===== src/rtl/p_fetch_stage.sv =====
// Instruction-fetch stage: PC register, imem address and IF/ID register.
// Idle until the first load_pc, then fetches, stalls and redirects.
module p_fetch_stage #(
    parameter logic [31:0] START_PC = 32'h0040_0020,
    parameter logic [31:0] NOP_WORD = 32'h0000_0000
) (
    input  logic        clk,
    input  logic        reset,
    input  logic        load_pc,
    input  logic        stall,
    input  logic        branch_taken,
    input  logic [31:0] branch_target,
    input  logic        jump,
    input  logic [25:0] jump_index,
    input  logic [31:0] imem_data,
    output logic [31:0] imem_addr,
    output logic [31:0] pc_out,
    output logic [31:0] if_id_instr,
    output logic [31:0] if_id_pc4,
    output logic        if_id_valid
);

    localparam logic [0:0] IDLE = 1'b0;
    localparam logic [0:0] RUN  = 1'b1;

    logic [0:0]  state_q, state_d;
    logic [31:0] pc_q, pc_d;
    logic [31:0] instr_q, instr_d;
    logic [31:0] pc4_q, pc4_d;
    logic        valid_q, valid_d;
    logic [31:0] pc_plus4;

    assign pc_plus4 = pc_q + 32'd4;

    always_comb begin
        state_d = state_q;
        pc_d    = pc_q;
        instr_d = instr_q;
        pc4_d   = pc4_q;
        valid_d = valid_q;
        if (state_q == IDLE) begin
            pc_d    = START_PC;
            instr_d = NOP_WORD;
            pc4_d   = 32'd0;
            valid_d = 1'b0;
            if (load_pc) begin
                state_d = RUN;
            end
        end else if (load_pc) begin
            pc_d    = START_PC;
            instr_d = NOP_WORD;
            pc4_d   = 32'd0;
            valid_d = 1'b0;
        end else if (branch_taken) begin
            pc_d    = {branch_target[31:2], 2'b00};
            instr_d = NOP_WORD;
            pc4_d   = 32'd0;
            valid_d = 1'b0;
        end else if (jump) begin
            // Region bits come from the jump's own PC+4 held in IF/ID.
            pc_d    = {pc4_q[31:28], jump_index, 2'b00};
            instr_d = NOP_WORD;
            pc4_d   = 32'd0;
            valid_d = 1'b0;
        end else if (!stall) begin
            pc_d    = pc_plus4;
            instr_d = imem_data;
            pc4_d   = pc_plus4;
            valid_d = 1'b1;
        end
    end

    always_ff @(posedge clk) begin
        if (!reset) begin
            state_q <= IDLE;
            pc_q    <= START_PC;
            instr_q <= NOP_WORD;
            pc4_q   <= 32'd0;
            valid_q <= 1'b0;
        end else begin
            state_q <= state_d;
            pc_q    <= pc_d;
            instr_q <= instr_d;
            pc4_q   <= pc4_d;
            valid_q <= valid_d;
        end
    end

    assign imem_addr   = pc_q;
    assign pc_out      = pc_q;
    assign if_id_instr = instr_q;
    assign if_id_pc4   = pc4_q;
    assign if_id_valid = valid_q;

endmodule


===== config.mk =====
export PLATFORM = sky130hd
export DESIGN_NAME = p_fetch_stage
export DESIGN_NICKNAME = d
export VERILOG_FILES = /design/src/rtl/p_fetch_stage.sv
export SDC_FILE = /design/constraint.sdc
export NUM_CORES = 1
export LEC_CHECK = 0
export BUFFER_PORTS_ARGS = -buffer_cell sky130_fd_sc_hd__buf_4
export CORE_AREA = 2 2 143 145
export CTS_CLUSTER_DIAMETER = 100
export DETAILED_ROUTE_END_ITERATION = 12
export DIE_AREA = 0 0 145 147
export MAX_ROUTING_LAYER = met4
export PLACE_DENSITY_LB_ADDON = 0.12
export SYNTH_ARGS = -nofsm -noshare
export SYNTH_HDL_FRONTEND = slang
export SYNTH_SLANG_ARGS = --single-unit

===== constraint.sdc =====
create_clock -name clk -period 3 [get_ports clk]
set_input_delay 0 -clock clk [delete_from_list [all_inputs] [get_ports clk]]
set_output_delay 0 -clock clk [all_outputs]
set_load 0.02 [all_outputs]

==> results.py, run 1 <==
metrics = {
    "outcome": {
        "status": "finished clean",
    },
    "sta": {
        "rsz0062_at_grt": "no",
        "final_hold_viol_count": 0,
        "maxSlewViolCount": 0,
        "holdWs_ps": 7.97,
        "setup_viol_count_final": 0,
        "max_freq_mhz": 406,
        "slew-limit-headroom": 0.513,
        "finClkSkew_ps": 6.70,
        "fin_crit_sh": 0.821,
        "fin_crit_ps": 2460,
        "timing.setup.tns_ps": 0,
        "worst_pin_slew_ps": 731,
        "setup_ws_ps": 538,
    },
    "power": {
        "vdd_drop_max_mv": 0.253,
        "p_leak_nw": 3.26,
        "power_density_nw_per_um2": 377,
    },
    "layout": {
        "seq_area_um2": 1880,
        "multi_input_area_um2": 2550,
        "diodes": 0,
        "layout.nets": 923,
        "postLayoutCellArea_um2": 7500,
        "drive_above_1_share": 0.319,
        "syn_to_final_growth_pct": 53.8,
        "fillers": 2021,
    },
    "drt": {
        "wl_per_cell_um": 17.5,
        "dr_total_vias": 5237,
        "drcViolationCount": 0,
        "vias_per_cell": 4.76,
        "antenna_left": 0,
        "drt_iter0_drc": 265,
        "drtPass1Iterations": 4,
        "totalWireLength_um": 19300,
    },
    "clock_network": {
        "htree_levels": 3,
        "holdBufCountCts": 66,
        "insertion_delay_ps": 350,
        "cts_tree": "done",
        "tritoncts.num_buffers": 9,
        "clockBufferDepth": 2,
        "post_cts_resize_count": 0,
        "post_cts_buffers": 0,
        "path_clk_slew_ps": 70,
        "clock-sinks": 94,
        "cts_root_buffer": "clkbuf_16",
    },
    "hold_path": {
        "hp-class": "in2reg",
        "min_from": "branch_target[31]",
    },
    "logic_synthesis": {
        "synth.area.mux_share": 0.0862,
        "yosysTopAreaCellShare": 0.386,
        "synth_ff_type": "dfxtp_1",
        "synth_largest_area_cell": "dfxtp_1",
        "synth_cell_types": 64,
        "synth_edf_count": 0,
        "ys_seq_elements": 94,
        "synth_compound_area_frac": 0.187,
        "synth.avg_cell_area_um2": 8.36,
        "synth_xor_area_frac": 0.0521,
        "synth_top_family_by_area": "simple AND/OR/NAND/NOR gates",
        "ys_seq_area_frac": 0.386,
        "yosys_warnings": 0,
        "synth_cells": 583,
        "synthAdderAreaFrac": 0.00257,
        "syn-cell-area_um2": 4880,
        "yosys.area_share.simple": 0.191,
        "yosys-top-cells-area": "dfxtp_1, mux2i_1, buf_4",
        "synthArstFlopShare": 0,
    },
    "floorplan": {
        "boundaryPins": 225,
        "core_area_um2": 19800,
        "fp-row-count": 52,
        "die_y_um": 147,
        "die_width_um": 145,
        "dieArea_um2": 21300,
        "start_util": 0.246,
    },
    "global_routing": {
        "overflow": 0,
        "antenna_found_initial": 0,
        "grtUsageTotal": 0.183,
        "grt_pass1_wl_um": 29600,
        "first_global_vias": 5302,
        "grt_max_degree": 54,
    },
    "setup_path": {
        "reg2reg_from": "imem_addr[2]",
        "required_ps": 3300,
        "crit_fanout": 7,
        "startpoint": "imem_addr[2]",
        "endpoint_kind": "register",
        "cp-start-kind": "register",
        "arrival_ps": 2760,
        "crit_type": "reg2reg",
    },
    "place": {
        "place_area_um2": 6560,
        "io_buffers": 216,
        "dpl_worst_slack_ps": 717,
        "post-dp-hpwl_um": 13500,
        "gp_congestion": 0.798,
    },
    "flow_run": {
        "drv_cap": 0,
    },
}
==> state kept, by name (all words and copies together), names as in the netlist <==
register	flops
if_id_instr	32
if_id_pc4	30
if_id_valid	1
imem_addr	30
state_q	1
==> critical path, cell delays in order, from the launching register on <==
cell           delay, ps
dfxtp_1              470
ha_1                 260
and3_2               290
nand4_4              180
nor3_2               260
mux2i_1              130
a211oi_1             240
dlygate4sd3_1        570
==> power breakdown <==
group	leakage, nW	switching [mW]	total, mW	internal, mW
logic	2.37	0.209	0.438	0.229
registers	0.759	0.0204	1.28	1.26
clock network	0.126	0.538	1.11	0.568
total	3.26	0.767	2.82	2.06
==> metal layers <==
metal  vias up  global-route usage  share of wire  wire length [um]
li1       2519                   -              -                 -
met1      2496               0.217           0.43              8380
met2       202               0.310           0.48              9340
met3        20              0.0478          0.069              1320
met4         0              0.0455          0.013               250
met5         -                   -              0                 0
==> through the flow <==
step	cells	util	power, mW
3_5_place_dp	1019	0.331	1.68
3_3_place_gp	1019	0.331	1.68
5_1_grt	1101	0.378	2.94
4_1_cts	1101	0.378	2.87
6_report	1101	0.378	2.82
2_1_floorplan	588	-	1.50
==> logic make-up after synthesis <==
kind of cell | count (synthesis)
AND/OR/NAND/NOR | 189
AO/OA/AOI/OAI | 146
flip-flops | 94
buffers and inverters | 81
multiplexers | 42
XOR/XNOR | 29
adder cells (fa/ha/maj) | 1
other | 1
==> Yosys cell counts, types with 3 or more instances <==
cell      number
dfxtp_1       94
nor2_1        72
a21oi_1       50
mux2i_1       42
nand2_1       40
o21ai_0       37
buf_4         36
clkbuf_1      22
nand3_1       20
xor2_1        15
xnor2_1       14
buf_2         12
nand4_1       10
nor3_1         9
o211ai_1       7
o22ai_1        7
inv_1          6
a22oi_1        5
and4_1         5
nor4_1         5
o221ai_1       5
a211oi_1       4
nor2b_1        4
o21a_1         4
or3_1          4
a31oi_1        3
and3_1         3
buf_1          3
nor3_2         3
o211a_1        3
==> layout by cell type (no fill, tap or decap), drive strengths merged, types with 3 or more instances in the layout <==
cell type | Yosys | final
o211a | 3 | 3
nor4 | 6 | 6
nand4 | 12 | 12
a211oi | 5 | 5
a31oi | 3 | 3
clkbuf | 22 | 10
inv | 6 | 8
or2 | 3 | 3
and3 | 4 | 4
conb | 1 | 6
o211ai | 7 | 7
or3 | 4 | 4
nor2b | 4 | 4
o21a | 4 | 4
a22oi | 5 | 5
and4 | 6 | 6
xor2 | 15 | 15
nand2 | 40 | 40
o21ai | 38 | 38
nor2 | 73 | 73
nor3 | 12 | 12
dlygate4sd3 | 0 | 66
nand3 | 20 | 20
o22ai | 7 | 7
xnor2 | 14 | 14
buf | 52 | 235
clkinvlp | 0 | 3
o221ai | 5 | 5
dfxtp | 94 | 94
mux2i | 42 | 42
a21oi | 51 | 51
==> layout make-up <==
class	instances	share of cell area
timing repair buffer	301	0.323
multi-input combinational	413	0.341
inverter	7	0.00350
clock inverter	6	0.00601
sequential	94	0.251
clock buffer	10	0.0305
tap	270	0.0451
==> final timing paths <==
check	endpoint	slack, ps	cells past startpoint
min reg2reg	if_id_pc4[10]	470	2
min	imem_addr[31]	8	4
max	imem_addr[26]	540	7
max reg2reg	imem_addr[26]	540	7
No activity file was read; power rests on OpenSTA's default activity.
==> run 2, diff against run 1 <==
--- a/config.mk
+++ b/config.mk
@@ -5,11 +5,12 @@
 export SDC_FILE = /design/constraint.sdc
 export NUM_CORES = 1
 export LEC_CHECK = 0
+export ABC_AREA = 1
 export BUFFER_PORTS_ARGS = -buffer_cell sky130_fd_sc_hd__buf_4
-export CORE_AREA = 2 2 143 145
+export CORE_AREA = 2 2 147 149
 export CTS_CLUSTER_DIAMETER = 100
 export DETAILED_ROUTE_END_ITERATION = 12
-export DIE_AREA = 0 0 145 147
+export DIE_AREA = 0 0 149 151
 export MAX_ROUTING_LAYER = met4
 export PLACE_DENSITY_LB_ADDON = 0.12
 export SYNTH_ARGS = -nofsm -noshare
==> constraint.sdc (replaced) <==
create_clock -name clk -period 2.1 [get_ports clk]
set_input_delay 0 -clock clk [delete_from_list [all_inputs] [get_ports clk]]
set_output_delay 0 -clock clk [all_outputs]
set_load 0.02 [all_outputs]
==> run 2 against run 1 <==
  * Register-to-register slack got worse by 290 ps
  * Hold slack worse by 3.1 ps
  * Wire length shrank 1.2%
  * Synthesized cell count grew 31%
  * Final area rose by 3.5%
  * Clock power up 50%
  * Via count increased by 6.4%
  * First-iteration DRC count fell by 21%
  * Die area is 5.6% higher
  * Critical path type unchanged
  * Clock skew up 1.9 ps
  * Area after synthesis increased by 5.1%
==> results.py, run 2 <==
metrics = {
    "drt": {
        "wl_per_cell_um": 14.9,
        "drt_iter0_drc": 210,
        "antenna_left": 0,
        "totalWireLength_um": 19100,
        "vias_per_cell": 4.34,
        "drcViolationCount": 0,
        "dr_total_vias": 5570,
        "drtPass1Iterations": 4,
    },
    "layout": {
        "multi_input_area_um2": 2600,
        "drive_above_1_share": 0.283,
        "layout_common_cells": "buf_4, nand2_1, dfxtp_1, nor2_1, a21oi_1",
        "layout.nets": 1100,
        "seq_area_um2": 1880,
        "final_util": 0.373,
        "fillers": 2297,
        "postLayoutCellArea_um2": 7760,
        "syn_to_final_growth_pct": 51.5,
        "final_common_cell": "buf_4",
        "layout.cells.non_filler": 1283,
        "largest_reg_flops": 32,
        "diodes": 0,
    },
    "global_routing": {
        "grtUsageTotal": 0.172,
        "antenna_found_initial": 0,
        "grt_pass1_wl_um": 29300,
        "grt_max_degree": 55,
        "first_global_vias": 5418,
        "overflow": 0,
    },
    "setup_path": {
        "crit_fanout": 7,
        "cp-start-kind": "register",
        "arrival_ps": 2090,
        "required_ps": 2340,
        "crit_type": "reg2reg",
        "endpoint_kind": "register",
    },
    "logic_synthesis": {
        "synth.avg_cell_area_um2": 6.71,
        "syn-cell-area_um2": 5120,
        "yosysTopAreaCellShare": 0.367,
        "synth_cells": 764,
        "ys_seq_elements": 94,
        "synth_edf_count": 0,
        "yosys_warnings": 0,
        "synth_cell_types": 34,
        "yosys-top-cells-area": "dfxtp_1, nand2_1, a21oi_1",
        "yosysMostFrequentCell": "nand2_1",
        "synthArstFlopShare": 0,
        "synth_commonest_cells": "nand2_1, dfxtp_1, nor2_1, a21oi_1, inv_1",
        "synth_ff_type": "dfxtp_1",
        "ys_seq_area_frac": 0.367,
        "synth_largest_area_cell": "dfxtp_1",
    },
    "clock_network": {
        "cts_root_buffer": "clkbuf_16",
        "insertion_delay_ps": 360,
        "cts_tree": "done",
        "tritoncts.num_buffers": 9,
        "post_cts_buffers": 0,
        "clock-sinks": 94,
        "clockBufferDepth": 2,
        "htree_levels": 3,
        "path_clk_slew_ps": 70,
        "holdBufCountCts": 66,
        "post_cts_resize_count": 0,
    },
    "sta": {
        "holdWs_ps": 4.83,
        "setup_viol_count_final": 0,
        "setup_ws_ps": 251,
        "fin_crit_sh": 0.881,
        "fin_crit_ps": 1850,
        "finClkSkew_ps": 8.60,
        "final_hold_viol_count": 0,
        "timing.setup.tns_ps": 0,
        "rsz0062_at_grt": "no",
        "max_freq_mhz": 541,
        "maxSlewViolCount": 0,
        "worst_pin_slew_ps": 585,
        "slew-limit-headroom": 0.610,
    },
    "power": {
        "power_frac_comb": 0.154,
        "total_power_mw": 4.12,
        "p_sw_mw": 1.14,
        "intPower_mw": 2.98,
        "power_density_nw_per_um2": 531,
        "clkPwrFrac": 0.402,
        "p_seq_frac": 0.444,
        "swShare": 0.277,
        "p_leak_nw": 3.53,
        "vdd_drop_max_mv": 0.385,
    },
    "floorplan": {
        "die_y_um": 151,
        "die_width_um": 149,
        "boundaryPins": 225,
        "dieArea_um2": 22500,
        "fp-row-count": 53,
        "core_area_um2": 20800,
        "start_util": 0.246,
    },
    "flow_run": {
        "drv_cap": 0,
    },
    "hold_path": {
        "hp-class": "in2reg",
    },
    "place": {
        "place_inst": 1201,
        "io_buffers": 216,
        "place_area_um2": 6810,
        "gp_congestion": 0.819,
        "dpl_worst_slack_ps": 398,
        "post-dp-hpwl_um": 13700,
    },
    "outcome": {
        "status": "finished clean",
    },
}
-- run 2: logic make-up (layout without fill, tap and decap cells) --
logic type / Yosys count / count (layout) / share of synthesized area
AOI/OAI and AO/OA: 161 / 161 / 0.173
adders and majority gates: 1 / 1 / 0.00244
xor gates and xnor gates: 9 / 9 / 0.0154
DFF: 94 / 94 / 0.367
other: 1 / 6 / 0.000732
buffers and inverters: 134 / 373 / 0.131
and+or+nand+nor: 364 / 364 / 0.311
-- run 2: routing by layer --
layer  part of all wire  track usage
met5                  0            -
met4              0.012       0.0452
met3              0.060       0.0395
met2               0.47        0.288
met1               0.45        0.210
-- run 2: worst paths after layout --
kind | startpoint | to | slack, ps | cells past startpoint
worst max-delay path | imem_addr[5] | imem_addr[6] | 250 | 7
worst min-delay path | branch_target[5] | imem_addr[5] | 5 | 5
worst max register to register | imem_addr[5] | imem_addr[6] | 250 | 7
worst min register to register | if_id_instr[1] | if_id_instr[1] | 470 | 2
-- run 2: worst max-delay path: stages, from the launching register on --
cell and delay (ps):
dfxtp_1 530, nand3_2 190, xnor2_1 160, inv_1 100, nand2_1 60, o211ai_1 80, a21oi_1 80, dlygate4sd3_1 550
-- run 2: cell type report --
cell class,instances,area share
clock inverter,6,0.00677
multi-input combinational,541,0.335
sequential,94,0.242
tap,275,0.0443
inverter,59,0.0285
clock buffer,10,0.0308
timing repair buffer,298,0.313
-- run 2: power groups by stage --
stage                     sequential, mW  combinational [mW]  clock, mW
after floorplan                     1.89               0.278          0
after global placement              1.87               0.544          0
after detailed placement            1.87               0.543          0
after CTS                           1.83               0.642       1.72
after global routing                1.83               0.700       1.78
final                               1.83               0.634       1.66
==> run 3, diff against run 2 <==
--- a/config.mk
+++ b/config.mk
@@ -7,10 +7,10 @@
 export LEC_CHECK = 0
 export ABC_AREA = 1
 export BUFFER_PORTS_ARGS = -buffer_cell sky130_fd_sc_hd__buf_4
-export CORE_AREA = 2 2 147 149
+export CORE_AREA = 2 2 169 129
 export CTS_CLUSTER_DIAMETER = 100
 export DETAILED_ROUTE_END_ITERATION = 12
-export DIE_AREA = 0 0 149 151
+export DIE_AREA = 0 0 171 131
 export MAX_ROUTING_LAYER = met4
 export PLACE_DENSITY_LB_ADDON = 0.12
 export SYNTH_ARGS = -nofsm -noshare
==> run 3 against run 2 <==
  * Sequential power about the same
  * Clock skew down 1.4 ps
  * Critical path depth up 2
  * Fmax down 5.1%
  * Combinational power up 2%
  * Clock power up 3%
  * Global-route usage up 0.69 points
  * Worst setup slack worse by 100 ps
  * Count of clock-buffer cells in the layout down 1
  * Power up 1.4%
  * Hold slack better by 16 ps
  * Sequential share of layout area down 0.21 points
  * Largest cell class unchanged
  * Largest power group unchanged
==> results.py, run 3 (synthesis results as in run 2) <==
metrics = {
    "layout": {
        "largest_reg_flops": 32,
        "layout.cells.non_filler": 1304,
        "layout_common_cells": "buf_4, nand2_1, nor2_1, dfxtp_1, a21oi_1",
        "syn_to_final_growth_pct": 53.2,
        "layout.nets": 1108,
        "postLayoutCellArea_um2": 7850,
        "diodes": 0,
        "fillers": 2333,
        "multi_input_area_um2": 2610,
        "final_common_cell": "buf_4",
        "seq_area_um2": 1890,
        "drive_above_1_share": 0.292,
    },
    "setup_path": {
        "endpoint_kind": "register",
        "max_stage_delay_ps": 540,
        "required_ps": 2400,
        "reg2reg_from": "imem_addr[2]",
        "arrival_ps": 2250,
        "startpoint": "imem_addr[2]",
        "crit_fanout": 8,
        "cp-start-kind": "register",
        "slowest_stage": "dlygate4sd3_1",
        "crit_type": "reg2reg",
        "path_cells": "buf_4, inv_1, nor2_2, nand2_4, xor2_2, o21ai_1, nand2_1, a21oi_1, dlygate4sd3_1",
    },
    "sta": {
        "maxSlewViolCount": 0,
        "worst_pin_slew_ps": 677,
        "final_hold_viol_count": 0,
        "fin_crit_sh": 0.928,
        "fin_crit_ps": 1950,
        "max_freq_mhz": 513,
        "finClkSkew_ps": 7.17,
        "rsz0062_at_grt": "yes",
        "timing.setup.tns_ps": 0,
        "setup_viol_count_final": 0,
        "holdWs_ps": 20.9,
        "slew-limit-headroom": 0.548,
    },
    "drt": {
        "totalWireLength_um": 19700,
        "dr_total_vias": 5608,
        "vias_per_cell": 4.30,
        "drt_iter0_drc": 311,
        "antenna_left": 0,
        "drcViolationCount": 0,
        "drtPass1Iterations": 4,
        "wl_per_cell_um": 15.1,
    },
    "floorplan": {
        "start_util": 0.246,
        "die_y_um": 131,
        "dieArea_um2": 22400,
        "die_width_um": 171,
        "core_area_um2": 20800,
        "boundaryPins": 225,
        "fp-row-count": 46,
    },
    "place": {
        "post-dp-hpwl_um": 14100,
        "io_buffers": 216,
        "gp_congestion": 0.872,
        "place_area_um2": 6870,
        "place_inst": 1221,
    },
    "flow_run": {
        "drv_cap": 0,
    },
    "power": {
        "total_power_mw": 4.18,
        "vdd_drop_max_mv": 0.300,
        "p_leak_nw": 3.58,
        "power_density_nw_per_um2": 533,
    },
    "global_routing": {
        "first_global_vias": 5151,
        "grt_max_degree": 40,
        "antenna_found_initial": 0,
        "grt_pass1_wl_um": 29700,
        "grtUsageTotal": 0.179,
        "overflow": 0,
    },
    "clock_network": {
        "post_cts_buffers": 0,
        "tritoncts.num_buffers": 9,
        "path_clk_slew_ps": 70,
        "clock-sinks": 94,
        "htree_levels": 3,
        "insertion_delay_ps": 360,
        "clockBufferDepth": 2,
        "cts_tree": "done",
        "cts_root_buffer": "clkbuf_16",
    },
    "outcome": {
        "status": "finished clean",
    },
    "hold_path": {
        "min_from": "jump_index[22]",
        "hp-class": "in2reg",
    },
}
==> run 3: cell count changes in the layout (fill, tap and decap cells not counted), moves of 2 or more <==
cell / delta
dfxtp_2: +3
dfxtp_1: -3
clkinvlp_4: -2
buf_4: +8
clkinv_2: +3
==> run 3: worst paths after layout <==
kind / endpoint / slack (ps) / cells past startpoint
worst max-delay path: imem_addr[9] / 150 / 9
worst max register to register: imem_addr[9] / 150 / 9
worst min-delay path: imem_addr[24] / 20 / 5
worst min register to register: if_id_instr[5] / 470 / 2
==> run 3: routing by layer <==
metal	track usage	part of all wire	vias to the layer above
met3	0.0377	0.055	15
li1	-	-	2929
met4	0.0424	0.012	0
met2	0.239	0.40	159
met5	-	0	-
met1	0.270	0.53	2505
==> run 3: cell type report <==
cell class | count | area share
flip-flops and latches | 94 | 0.240
clock buffers | 9 | 0.0287
well taps | 288 | 0.0459
multi-input cells | 541 | 0.332
clock inverters | 7 | 0.00909
inverters | 59 | 0.0282
repair buffers | 306 | 0.316
==> run 3: where the power goes <==
group | switching [mW] | internal, mW
clock network | 0.778 | 0.929
registers | 0.0240 | 1.80
logic | 0.323 | 0.325
total | 1.12 | 3.06
==> run 3: worst max-delay path, delay by kind of cell, from the launching register on <==
kind	cells	cell delay (ps)
buffers and inverters	3	810
flip-flops	1	340
AND/OR/NAND/NOR	3	330
AO/OA/AOI/OAI	2	240
XOR/XNOR	1	170
==> run 3: metrics by stage <==
stage / worst slack, ps / utilization
after floorplan: 404 / -
after global placement: 405 / 0.330
after detailed placement: 370 / 0.330
after CTS: 42.3 / 0.376
after global routing: -3.17 / 0.377
final: 151 / 0.377
==> run 3: timing repair <==
item	CTS	global route
endpoints found under the hold margin	62	0
hold buffers	67	0
gates resized for setup	0	5
endpoints found under the setup margin	0	2
